--- config.mk ---
export PLATFORM = sky130hd
export DESIGN_NAME = hci_l2_bank_arbiter
export DESIGN_NICKNAME = d
export VERILOG_FILES = /design/src/rtl/hci_l2_bank_arbiter.sv
export SDC_FILE = /design/constraint.sdc
export NUM_CORES = 1
export LEC_CHECK = 0
export CAP_MARGIN = 0
export CORE_AREA = 5 5 220 222
export CTS_CLUSTER_DIAMETER = 100
export DETAILED_ROUTE_END_ITERATION = 6
export DIE_AREA = 0 0 225 227
export HOLD_SLACK_MARGIN = 0.06
export PLACE_DENSITY_LB_ADDON = 0.12
export SLEW_MARGIN = 40
export SYNTH_ARGS = -nofsm -noshare
export SYNTH_HDL_FRONTEND = slang
export SYNTH_SLANG_ARGS = --single-unit
--- constraint.sdc ---
create_clock -name clk_i -period 10.75 [get_ports clk_i]
set_input_delay 3.225 -clock clk_i [delete_from_list [all_inputs] [get_ports clk_i]]
set_output_delay 3.225 -clock clk_i [all_outputs]
set_load 0.01 [all_outputs]
--- src/rtl/hci_l2_bank_arbiter.sv ---
// hci_l2_bank_arbiter
// Shares one L2 bank port among N_CH0 class-0 (core) and N_CH1 class-1
// (DMA/external) requesters. One class is high priority, picked at run time
// by prio_ch0_i. Each class is served round-robin. A stall counter forces a
// low-class win once the low class has been denied MAX_STALL cycles in a row.
// The 1-cycle-latency bank response is routed back to the granted initiator.
//
// Ports
//   clk_i, rst_i         clock, synchronous active-high reset
//   prio_ch0_i           0: class 1 is high priority, 1: class 0 is high priority
//   req_i/add_i/wen_i/   per-requester request, address, read(1)/write(0),
//   wdata_i/be_i         write data and byte enables (flattened, index 0 in LSBs)
//   gnt_o                one-hot grant (combinational, only on bank accept)
//   r_valid_o, r_data_o  one-hot response valid, shared response data
//   mem_*                bank-side request channel and read data
//   starve_o             anti-starvation override selected the winner this cycle
module hci_l2_bank_arbiter #(
  parameter int N_CH0     = 4,
  parameter int N_CH1     = 2,
  parameter int AW        = 32,
  parameter int DW        = 32,
  parameter int BW        = 8,
  parameter int MAX_STALL = 8
) (
  input  logic                                clk_i,
  input  logic                                rst_i,
  input  logic                                prio_ch0_i,
  input  logic [N_CH0+N_CH1-1:0]              req_i,
  input  logic [(N_CH0+N_CH1)*AW-1:0]         add_i,
  input  logic [N_CH0+N_CH1-1:0]              wen_i,
  input  logic [(N_CH0+N_CH1)*DW-1:0]         wdata_i,
  input  logic [(N_CH0+N_CH1)*(DW/BW)-1:0]    be_i,
  output logic [N_CH0+N_CH1-1:0]              gnt_o,
  output logic [N_CH0+N_CH1-1:0]              r_valid_o,
  output logic [DW-1:0]                       r_data_o,
  output logic                                mem_req_o,
  output logic [AW-1:0]                       mem_add_o,
  output logic                                mem_wen_o,
  output logic [DW-1:0]                       mem_wdata_o,
  output logic [DW/BW-1:0]                    mem_be_o,
  input  logic                                mem_gnt_i,
  input  logic [DW-1:0]                       mem_r_data_i,
  output logic                                starve_o
);

  localparam int N   = N_CH0 + N_CH1;
  localparam int IW  = (N > 1) ? $clog2(N) : 1;
  localparam int BEW = DW / BW;
  localparam int PW0 = (N_CH0 > 1) ? $clog2(N_CH0) : 1;
  localparam int PW1 = (N_CH1 > 1) ? $clog2(N_CH1) : 1;
  localparam int SW  = (MAX_STALL > 0) ? $clog2(MAX_STALL + 1) : 1;
  localparam logic [SW-1:0] STALL_MAX = SW'(MAX_STALL);

  // Round-robin pick inside one class: returns {found, global index}.
  // Scans from the farthest slot back to the pointer so the last hit kept
  // is the first requester at or after the pointer.
  function automatic logic [IW:0] rr_pick(input logic [N-1:0] req, input int base,
                                          input int size, input int ptr);
    logic [IW:0]  res;
    logic [N-1:0] shifted;
    int           j;
    res = '0;
    for (int k = size - 1; k >= 0; k--) begin
      j       = (ptr + k >= size) ? (ptr + k - size) : (ptr + k);
      shifted = req >> (base + j);
      res     = shifted[0] ? {1'b1, IW'(base + j)} : res;
    end
    return res;
  endfunction

  function automatic logic [N-1:0] onehot(input logic [IW-1:0] idx);
    logic [N-1:0] one;
    one = {{(N-1){1'b0}}, 1'b1};
    return one << idx;
  endfunction

  logic [PW0-1:0] rr_ch0_r;
  logic [PW1-1:0] rr_ch1_r;
  logic [SW-1:0]  stall_cnt_r;
  logic           r_pend_r;
  logic [IW-1:0]  r_id_r;
  logic           prio_last_r;

  logic [IW:0]    ch0_pick_s, ch1_pick_s, high_pick_s, low_pick_s;
  logic [IW-1:0]  sel_s;
  logic           sel_valid_s, sel_low_s, starve_s, accept_s;
  logic [PW0-1:0] ptr0_next_s;
  logic [PW1-1:0] ptr1_next_s;
  logic [SW-1:0]  stall_next_s;

  // Winner selection: class RR picks, then class priority with starvation override.
  always_comb begin
    ch0_pick_s = rr_pick(req_i, 0, N_CH0, int'(rr_ch0_r));
    ch1_pick_s = rr_pick(req_i, N_CH0, N_CH1, int'(rr_ch1_r));
    if (prio_ch0_i) begin
      high_pick_s = ch0_pick_s;
      low_pick_s  = ch1_pick_s;
    end else begin
      high_pick_s = ch1_pick_s;
      low_pick_s  = ch0_pick_s;
    end
    starve_s = (MAX_STALL > 0) && (stall_cnt_r == STALL_MAX) && low_pick_s[IW];
    if (starve_s || !high_pick_s[IW]) begin
      sel_s     = low_pick_s[IW-1:0];
      sel_low_s = 1'b1;
    end else begin
      sel_s     = high_pick_s[IW-1:0];
      sel_low_s = 1'b0;
    end
    sel_valid_s = |req_i;
    accept_s    = sel_valid_s & mem_gnt_i;
  end

  // Bank request mux, grant and response routing.
  always_comb begin
    mem_req_o = sel_valid_s;
    if (sel_valid_s) begin
      mem_add_o   = AW'(add_i >> (int'(sel_s) * AW));
      mem_wen_o   = wen_i[sel_s];
      mem_wdata_o = DW'(wdata_i >> (int'(sel_s) * DW));
      mem_be_o    = BEW'(be_i >> (int'(sel_s) * BEW));
    end else begin
      mem_add_o   = '0;
      mem_wen_o   = 1'b0;
      mem_wdata_o = '0;
      mem_be_o    = '0;
    end
    gnt_o     = accept_s ? onehot(sel_s) : '0;
    starve_o  = starve_s;
    r_valid_o = r_pend_r ? onehot(r_id_r) : '0;
    r_data_o  = mem_r_data_i;
  end

  // Next pointer for the winner's class and next stall count.
  always_comb begin
    ptr0_next_s = rr_ch0_r;
    ptr1_next_s = rr_ch1_r;
    if (int'(sel_s) < N_CH0) begin
      if (int'(sel_s) == N_CH0 - 1) ptr0_next_s = '0;
      else                          ptr0_next_s = PW0'(int'(sel_s) + 1);
    end else begin
      if (int'(sel_s) == N - 1) ptr1_next_s = '0;
      else                      ptr1_next_s = PW1'(int'(sel_s) - N_CH0 + 1);
    end
    // A priority flip restarts the starvation window for the new low class.
    if (!low_pick_s[IW] || (accept_s && sel_low_s) || (prio_ch0_i != prio_last_r)) begin
      stall_next_s = '0;
    end else if (stall_cnt_r == STALL_MAX) begin
      stall_next_s = stall_cnt_r;
    end else begin
      stall_next_s = stall_cnt_r + SW'(1);
    end
  end

  // Arbiter state: RR pointers, stall counter, pending response tag.
  always_ff @(posedge clk_i) begin
    if (rst_i) begin
      rr_ch0_r    <= '0;
      rr_ch1_r    <= '0;
      stall_cnt_r <= '0;
      r_pend_r    <= 1'b0;
      r_id_r      <= '0;
      prio_last_r <= prio_ch0_i;
    end else begin
      if (accept_s) begin
        rr_ch0_r <= ptr0_next_s;
        rr_ch1_r <= ptr1_next_s;
        r_id_r   <= sel_s;
      end
      r_pend_r    <= accept_s;
      stall_cnt_r <= stall_next_s;
      prio_last_r <= prio_ch0_i;
    end
  end

endmodule

---- Word-level counts from Yosys, hierarchy flattened ----
Cells that the tools add are included.
Widths: inputs -> output; s select.
storage, ports and cells
  register bits after elaboration ......... 12
  logic and storage cells ................. 84
  output and inout bits ................... 115
cells by class
  bitwise gates (word level) .............. 2
  equal/unequal tests ..................... 4
  $lt $le $gt $ge ......................... 8
  reductions and logical operators ........ 11
  $add $sub $neg .......................... 16
  multiplexer cells ....................... 26
  shifts and indexed selects .............. 11
operators with widths
  cell                   count
  $shr 192x8->32         2
  $mux 32                8
  $shr 6x32->1           6
  $ge 32x4->1 const B    3
  $sub 32x4->32 const B  3
  $add 4x32->32 const A  2
  $mux 4                 9
  $ge 32x3->1 const B    1
  $sub 32x3->32 const B  1
  $shr 24x5->4           1
  $mux 6                 2
  $shl 1x3->6 const A    2
  $add 2x2->3 const B    2
  $eq 3x3->1 const B     2
  $reduce_or 6->1        1
  $add 4x1->4 const B    1
  $eq 4x4->1 const B     1
  $lt 3x4->1 const B     1
  $mux 1                 4
  $reduce_and 2->1       2
  $sub 2x3->4 const B    1
  $add 2x1->3 const B    1
  $bmux 1 s3             1
  $ge 2x3->1 const B     1
  16 further kinds       20

---- Longest topological paths before layout ----
Gate-level depths: netlist (run 1).
  word-level depth ........................ 16
  gate-level depth with buffers ........... 15
  gate-level depth less buffers ........... 11

---- Worst setup path after synthesis (run 1) ----
No wires, ideal clock.
  kind .................................... input to output
  start ................................... input port req_i[3]
  end ..................................... output port mem_add_o[20]
  stages .................................. 12
  path buffers ............................ 4
  data arrival time ....................... 5.626 ns
  setup slack ............................. 1.899 ns
  cells stage by stage .................... buf_2 > mux4_2 > a221oi_4 > a22oi_2 > o22ai_2 > a221o_2 > inv_2 > a211o_1 > buf_6 > buf_6 > buf_6 > o221ai_2
between the ends
  longest elaborated chain between the ends .. 11
ends and longest elaborated chain
  item                                                         line      source
  start: declaration                                           28        input logic [N_CH0+N_CH1-1:0] req_i,
  $shr 6x32->1                                                 65        shifted = req >> (base + j);
  $mux 4 (4 in a row)                                          66        res = shifted[0] ? {1'b1, IW'(base + j)} : res;
  $mux 4                                                       95        if (prio_ch0_i) begin
  $logic_and 1x1->1 / $logic_not 1->1 (equally long branches)  102, 103
  $logic_or 1x1->1                                             103       if (starve_s || !high_pick_s[IW]) begin
  $mux 3 (*)                                                   103
  net sel_s[0]                                                 85        logic [IW-1:0] sel_s;
  $shr 192x8->32 (*)                                           118       mem_add_o = AW'(add_i >> (int'(sel_s) * AW));
  $mux 32 (*)                                                  117       if (sel_valid_s) begin
  end: declaration                                             37        output logic [AW-1:0] mem_add_o,
Mark *: on every way through the listed nets, which the timed path passes. The rest lies on a longest branch.

---- Worst setup path in the final report (run 1) ----
  start ................................... input port req_i[3]
  end ..................................... output port mem_wdata_o[26]
between the ends
  longest elaborated chain between the ends .. 11
ends and longest elaborated chain
  item                                                         line      source
  $shr 6x32->1                                                 65
  $mux 4 (4 in a row)                                          66
  $mux 4                                                       95
  $logic_and 1x1->1 / $logic_not 1->1 (equally long branches)  102, 103
  $logic_or 1x1->1                                             103
  $mux 3 (*)                                                   103
  net sel_s[0]                                                 85
  $shr 192x8->32 (*)                                           120       mem_wdata_o = DW'(wdata_i >> (int'(sel_s) * DW));
  $mux 32 (*)                                                  117
  end: declaration                                             39        output logic [DW-1:0] mem_wdata_o,
Marked as above.

==> results of run 1 <==
worst min-delay path by stage:
stage	startpoint	end	slack (ps)	cells after the start
after floorplan	r_id_r[1]	r_id_r[1]	450	2
after global placement	r_id_r[1]	r_id_r[1]	480	2
after detailed placement	r_id_r[1]	r_id_r[1]	480	2
after CTS	r_id_r[1]	r_id_r[1]	490	2
after global routing	r_id_r[1]	r_id_r[1]	510	2
final	r_id_r[1]	r_id_r[1]	480	2
area by class of cell:
cell class	instances	area share, %
sequential	12	2.298
multi-input combinational	470	38.62
clock buffer	4	0.8499
inverter	8	0.2873
antenna	4	0.09576
tap	607	7.266
timing repair buffer	523	50.59
flip-flops by register name (all words and copies together), names as in the netlist:
register and count:
stall_cnt_r 4, prio_last_r 1, rr_ch1_r 1, rr_ch0_r 2, r_pend_r 1, r_id_r 3
critical path, cell delays in order:
cell and delay (ps):
clkdlybuf4s50_1 580, mux4_2 590, a221o_1 330, mux2i_1 310, nor4_1 80, a221o_2 360
inv_2 120, a211o_4 420, buf_12 300, o221ai_1 150, clkdlybuf4s50_1 530
per-stage QoR:
step	worst slack (ps)	utilization, %	total power [W]	instances
after floorplan	1899	-	0.0005140	573
after global placement	294.0	22.35	0.0009981	1618
after detailed placement	425.8	22.43	0.0009964	1620
after CTS	411.8	22.62	0.001080	1624
after global routing	249.7	22.64	0.001124	1628
final	477.3	22.64	0.001054	1628
power groups by stage:
stage / clock, W / combinational, W / sequential, W
final: 0.0000762 / 0.000922 / 0.0000560
after global routing: 0.0000805 / 0.000987 / 0.0000569
after CTS: 0.0000790 / 0.000945 / 0.0000560
after detailed placement: 0 / 0.000940 / 0.0000568
after global placement: 0 / 0.000941 / 0.0000570
after floorplan: 0 / 0.000462 / 0.0000520
Yosys cell counts (4+ instances only):
library cell and count:
buf_4 32, o221ai_2 10, nand3_1 5, clkbuf_1 39, a21oi_1 10, buf_2 6, nand2_1 82, buf_6 4
nor3_1 5, mux2i_1 143, o221ai_1 59, dfxtp_1 12, inv_1 7, ha_1 9, nor2_1 20, mux2_2 72
cell families (layout without fill, tap and decap cells):
logic type | count (synthesis) | after routing | share of synthesized area [%]
mux | 218 | 218 | 48.76
simple gates | 134 | 134 | 12.47
compound gates | 105 | 105 | 20.05
buf+inv | 91 | 535 | 10.54
flops | 12 | 12 | 5.071
fa+ha+maj | 9 | 9 | 2.377
xor+xnor | 4 | 4 | 0.7397
other cells | 0 | 4 | 0
layer usage:
metal,part of all wire [%],up-vias
li1,-,3059
met1,38,2934
met2,55,249
met3,5.9,16
met4,0.89,0
met5,0,-
==> reports/results.ini, run 1 <==
[synth]
ys_seq_area_share_pct = 5.071
synth_area_per_cell_um2 = 8.267
synth_top_area_share_pct = 30.22
syn_nets = 1038
syn_area_um2 = 4737
synth.ff_latch_count = 12
ys_top_cells_by_area = mux2i_1 30%, mux2_2 17%, o221ai_1 11%, nand2_1 6.5%, dfxtp_1 5.1%
synthDistinctLibCells = 51
netlist_instances = 573
ys.flop_type = dfxtp_1
yosys.area.top_type = mux2i_1
yosysWarningCount = 0
async_reset_ff_share_pct = 0
synth_enable_flop_cells = 0

[timing]
period_share_pct = 95.56
worst_pin_slew_ps = 780.6
finClkSkew_ps = 3.676
holdWs_ps = 482.0
rsz0062_at_grt = false
fmax_mhz = 97.35
fin_crit_ps = 10270
slew_headroom_pct = 47.83
setup_viol = 0
setup-tns-final_ps = 0
slew_viol_final = 0
hold_viol = 0

[routing]
dr.first_iter.drc_count = 118
dr.pass1.iters = 4
avgRoutedWirePerCell_um = 21.79
route.detailed.vias_per_inst = 3.844
vias = 6258
wl_mm = 35.47
ant_nets = 0
drc_errors = 0

[global_routing]
grt_pass1_wl_mm = 48.11
gr-usage-met1_pct = 14.42
antenna_found_initial = 4
gr-usage-met2_pct = 24.63
use_met3_pct = 2.772
gr-total-overflow = 0
grt_max_degree = 73
grt_pass1_vias = 6695
grt_use_total_pct = 12.66
grt-busiest-layer = met2

[cells_and_area]
layout-drive-gt1-share_pct = 11.80
multi_input_area_um2 = 4036
finalNetCount = 1483
ff_latch_area_um2 = 240.2
nFillCells = 5103
area_growth_syn_to_layout_pct = 120.7
design_area_um2 = 10450
final_common_cell = clkdlybuf4s50_1
final_cell_mix = 506 x clkdlybuf4s50_1, 143 x mux2i_1, 82 x nand2_1

[floorplan]
die_width_um = 225
chipHeight_um = 227
coreArea_um2 = 46160
io_pins = 571
rows = 79
die_area_um2 = 51080
start_util_pct = 10.26

[worst_setup_path]
worst_setup_path_end_kind = output pin
critPathLaunch = req_i[3]
reg2reg_slack_ps = 6560
cp_data_required_time_ps = 7530
start_kind = input pin
crit_type = in -> out
crit_arrival_ps = 7050
worstSetupEndpoint = mem_wdata_o[26]
r2r_cells = 13
r2r_start = rr_ch0_r[0]
r2r-end = rr_ch0_r[1]
path_max_fanout = 36

[pwr]
p_comb_share_pct = 87.5
power_leakage_nw = 3.857
power_frac_clock_pct = 7.2
p_int_w = 0.0006081
ir_drop_v = 0.00009554
p_per_area_nw_per_um2 = 100.8
p_seq_share_pct = 5.3
p_switching_w = 0.0004459
sw_frac_of_total_pct = 42.31

[clocking]
cts_setup_buffers = 0
clk_latency_ps = 240
cts_buffers = 3
cts_sinks = 12
cts.clk_slew.worst_paths_ps = 40
cts_resized = 0
clockBufferDepth = 2
htree_levels = 1
cts_hold_buf = 0
cts_tree = done
root_buffer = clkbuf_16

[place]
placed_cell_area_um2 = 10350
place_congestion = 0.7682
dp_hpwl_mm = 29.62
io_buffers = 506

[hold_path]
min_path_type = reg -> reg

[run_status]
outcome = completed

[flow_run]
drv_cap = 0

(Power assumes the default switching activity.)
==> run 2: changes to the inputs <==
--- a/config.mk
+++ b/config.mk
@@ -12,7 +12,7 @@
 export DIE_AREA = 0 0 225 227
 export HOLD_SLACK_MARGIN = 0.06
 export PLACE_DENSITY_LB_ADDON = 0.12
-export SLEW_MARGIN = 40
+export RECOVER_POWER = 25
 export SYNTH_ARGS = -nofsm -noshare
 export SYNTH_HDL_FRONTEND = slang
 export SYNTH_SLANG_ARGS = --single-unit
==> reports/results.ini, run 2 (same netlist as run 1, synthesis figures left out) <==
[cells_and_area]
largestRegisters = stall_cnt_r x4, r_id_r x3, rr_ch0_r x2
finalNetCount = 1481
multi_input_area_um2 = 4036
final_common_cell = clkdlybuf4s50_1
nFillCells = 5086
layout-drive-gt1-share_pct = 11.54
ff_latch_area_um2 = 240.2
final_cell_mix = 499 x clkdlybuf4s50_1, 143 x mux2i_1, 82 x nand2_1
top_register = stall_cnt_r
area_growth_syn_to_layout_pct = 119.7
postLayoutCoreUtil_pct = 22.55
largest_reg_flops = 4

[flow_run]
drv_cap = 0

[place]
pre_cts_ws_ps = 249.3
io_buffers = 506
place_congestion = 0.7682
dp_hpwl_mm = 29.29

[clocking]
cts_sinks = 12
cts_hold_buf = 0
cts_resized = 0
cts.clk_slew.worst_paths_ps = 40
htree_levels = 1
cts_tree = done
cts_setup_buffers = 0
root_buffer = clkbuf_16
clk_latency_ps = 240
clockBufferDepth = 2
cts_buffers = 3

[worst_setup_path]
critPathLaunch = req_i[3]
cpMostUsedCell = clkdlybuf4s50_1
cp_slowest_cell = a211o_4
crit_chain = clkdlybuf4s50_1 > mux4_2 > a221o_1 > mux2i_1 > nor4_1 > a221o_2 > inv_2 > a211o_4 > o221ai_1 > clkdlybuf4s50_1
critPathTopFamily = compound AO/OA/AOI/OAI gates
crit_path_max_incr_delay_ps = 780
r2r_start = rr_ch0_r[0]
crit_arrival_ps = 7280
start_kind = input pin
critPathBufInv = 3
crit_type = in -> out
path_max_fanout = 69
worst_setup_path_end_kind = output pin
cp_data_required_time_ps = 7530

[routing]
vias = 6286
drc_errors = 0
wl_mm = 35.61
routed.top_layer = met4
wl_met1_mm = 13.23
ant_nets = 0
dr.first_iter.drc_count = 132
dr.pass1.iters = 6
wl_met2_mm = 19.59
wl_met3_mm = 2.188
avgRoutedWirePerCell_um = 21.89
route.detailed.vias_per_inst = 3.864

[global_routing]
grt_pass1_wl_mm = 48.28
grt_max_degree = 73
grt_pass1_vias = 6806
grt_use_total_pct = 12.69
antenna_found_initial = 5
gr-total-overflow = 0

[floorplan]
start_util_pct = 10.26
coreArea_um2 = 46160
io_pins = 571
die_area_um2 = 51080
die_width_um = 225
rows = 79
chipHeight_um = 227

[run_status]
outcome = completed

[timing]
slew_viol_final = 0
setup-tns-final_ps = 0
finalWorstSetupSlack_ps = 242.9
finClkSkew_ps = 1.568
fmax_mhz = 95.17
worst_pin_slew_ps = 1070
hold_viol = 0
period_share_pct = 97.74
fin_crit_ps = 10510
slew_headroom_pct = 28.69
setup_viol = 0
rsz0062_at_grt = false

[hold_path]
min_path_type = reg -> reg
hp-start = r_id_r[1]

[pwr]
power_w = 0.001041
power_leakage_nw = 3.853
ir_drop_v = 0.00009932
p_per_area_nw_per_um2 = 99.97

run 2: final timing paths:
check | to | slack (ps) | cells past startpoint
max | mem_wdata_o[25] | 240 | 10
max reg2reg | rr_ch0_r[1] | 6530 | 13
min | r_id_r[1] | 480 | 2
min reg2reg | r_id_r[1] | 480 | 2
run 2: tightest hold or removal path: stages (launching register included):
cell and delay, ps:
dfxtp_1 320, nand2_1 60, a21oi_1 50
run 2: final cells by class:
class	count	share of cell area, %
Inverter	8	0.2885
Antenna cell	6	0.1442
Clock buffer	3	0.7212
Timing Repair Buffer	521	50.46
Tap cell	607	7.297
Multi-Input combinational cell	470	38.78
Sequential cell	12	2.308
run 2: metal layers:
metal	track usage, %	up-vias
met4	2.632	0
met5	0	-
met3	2.850	26
met2	24.59	274
li1	-	3055
met1	14.17	2931
run 2: through the flow:
| step | hold slack, ps | instances | instance area, um2 |
|---|---|---|---|
| final | 478.9 | 1627 | 10410 |
| after detailed placement | 477.0 | 1618 | 10320 |
| after global routing | 505.9 | 1626 | 10410 |
| after floorplan | 453.4 | 573 | 4737 |
| after CTS | 483.5 | 1621 | 10390 |
| after global placement | 477.6 | 1618 | 10320 |
run 2: power by group:
| part | total [W] | internal [W] | switching, W | leakage, nW |
|---|---|---|---|---|
| Combinational | 0.000916 | 0.000497 | 0.000419 | 3.72 |
| Sequential | 0.0000560 | 0.0000481 | 0.00000790 | 0.0984 |
| Clock | 0.0000686 | 0.0000486 | 0.0000200 | 0.0370 |
| Total | 0.00104 | 0.000593 | 0.000447 | 3.85 |
==> run 3: changes to the inputs <==
--- a/config.mk
+++ b/config.mk
@@ -6,10 +6,10 @@
 export NUM_CORES = 1
 export LEC_CHECK = 0
 export CAP_MARGIN = 0
-export CORE_AREA = 5 5 220 222
+export CORE_AREA = 2 2 224 226
 export CTS_CLUSTER_DIAMETER = 100
 export DETAILED_ROUTE_END_ITERATION = 6
-export DIE_AREA = 0 0 225 227
+export DIE_AREA = 0 0 226 228
 export HOLD_SLACK_MARGIN = 0.06
 export PLACE_DENSITY_LB_ADDON = 0.12
 export RECOVER_POWER = 25
==> reports/results.ini, run 3 (same netlist as run 1, synthesis figures left out) <==
[cells_and_area]
largest_reg_flops = 4
largestRegisters = stall_cnt_r x4, r_id_r x3, rr_ch0_r x2
area_growth_syn_to_layout_pct = 121.0
layout-drive-gt1-share_pct = 11.18
final_common_cell = clkdlybuf4s50_1
nFillCells = 5482
finalNetCount = 1477
top_register = stall_cnt_r
final_cell_mix = 498 x clkdlybuf4s50_1, 143 x mux2i_1, 82 x nand2_1
design_area_um2 = 10470

[clocking]
cts_hold_buf = 0
cts_tree = done
clockBufferDepth = 2
htree_levels = 1
cts_resized = 0
root_buffer = clkbuf_16
clk_latency_ps = 240
cts_setup_buffers = 0
cts_sinks = 12
cts_buffers = 3
cts.clk_slew.worst_paths_ps = 40

[run_status]
outcome = completed

[place]
dp_hpwl_mm = 28.11
placed_cell_area_um2 = 10380
place_congestion = 0.8286
io_buffers = 506

[timing]
finClkSkew_ps = 5.020
fin_crit_ps = 10370
period_share_pct = 96.47
rsz0062_at_grt = false
setup_viol = 0
worst_pin_slew_ps = 951.6
fmax_mhz = 96.43
slew_headroom_pct = 36.33
setup-tns-final_ps = 0
slew_viol_final = 0
hold_viol = 0

[global_routing]
grt_pass1_wl_mm = 47.33
grt_use_total_pct = 12.54
grt_max_degree = 73
gr-total-overflow = 0
grt_pass1_vias = 6660
antenna_found_initial = 4

[floorplan]
start_util_pct = 9.599
rows = 82
coreArea_um2 = 49350
die_area_um2 = 51530
io_pins = 571
chipHeight_um = 228
die_width_um = 226

[pwr]
p_per_area_nw_per_um2 = 99.61
power_leakage_nw = 3.844
ir_drop_v = 0.00006029

[hold_path]
min_path_type = reg -> reg

[worst_setup_path]
crit_path_max_incr_delay_ps = 670
start_kind = input pin
path_max_fanout = 36
cp_data_required_time_ps = 7530
worst_setup_path_end_kind = output pin
crit_type = in -> out
crit_arrival_ps = 7150
cp_slowest_cell = dlygate4sd3_1
crit_chain = dlygate4sd3_1 > mux4_2 > a221oi_4 > a22oi_2 > o22ai_2 > a221o_2 > inv_2 > a211o_4 > buf_12 > o221ai_1 > clkdlybuf4s50_1

[routing]
wl_mm = 34.28
ant_nets = 0
dr.first_iter.drc_count = 137
vias = 6253
wl_met1_mm = 12.78
routed.top_layer = met5
dr.pass1.iters = 4
route.detailed.vias_per_inst = 3.711
wl_met3_mm = 2.250
avgRoutedWirePerCell_um = 20.35
drc_errors = 0
wl_met2_mm = 18.88

[flow_run]
drv_cap = 0

==> run 3: area by class of cell <==
cell class | instances | area [um2] | area share, %
diodes | 2 | 5.005 | 0.04781
clock buffers | 4 | 88.84 | 0.8486
inverters | 8 | 30.03 | 0.2868
multi-input cells | 470 | 4029 | 38.48
flip-flops and latches | 12 | 240.2 | 2.295
well taps | 672 | 840.8 | 8.032
repair buffers | 517 | 5235 | 50.01
==> run 3: worst max-delay path: cells and delay by family <==
family	cells	cell delay (ps)
buf+inv	4	1590
compound gates	6	1670
mux	1	580
==> run 3: per-layer routing <==
metal	vias up	track usage (%)
li1	3046	-
met3	24	2.975
met4	4	1.428
met1	2913	13.62
met5	-	0
met2	266	24.79
==> run 3: final timing paths <==
check / start / to / slack (ps) / cells after the start
setup / recovery: req_i[3] / mem_wdata_o[28] / 380 / 11
hold / removal: stall_cnt_r[1] / stall_cnt_r[1] / 490 / 2
setup reg to reg: rr_ch0_r[0] / rr_ch0_r[1] / 6460 / 12
hold reg to reg: stall_cnt_r[1] / stall_cnt_r[1] / 490 / 2
==> run 3: power by group <==
part | internal, W | switching [W] | leakage, nW
registers | 0.0000481 | 0.00000779 | 0.0984
logic | 0.000495 | 0.000415 | 3.70
clock network | 0.0000562 | 0.0000203 | 0.0442
total | 0.000600 | 0.000443 | 3.84
==> run 3: stage by stage <==
stage | utilization, % | total power, W | setup slack, ps | hold WS [ps] | std cells
after global routing | 21.21 | 0.001113 | 217.9 | 519.3 | 1685
final | 21.21 | 0.001043 | 379.7 | 488.9 | 1685
after detailed placement | 21.04 | 0.0009847 | 481.6 | 486.4 | 1679
after global placement | 21.04 | 0.0009928 | 519.6 | 483.5 | 1679
after CTS | 21.22 | 0.001069 | 430.4 | 494.2 | 1683
after floorplan | - | 0.0005140 | 1899 | 453.4 | 573
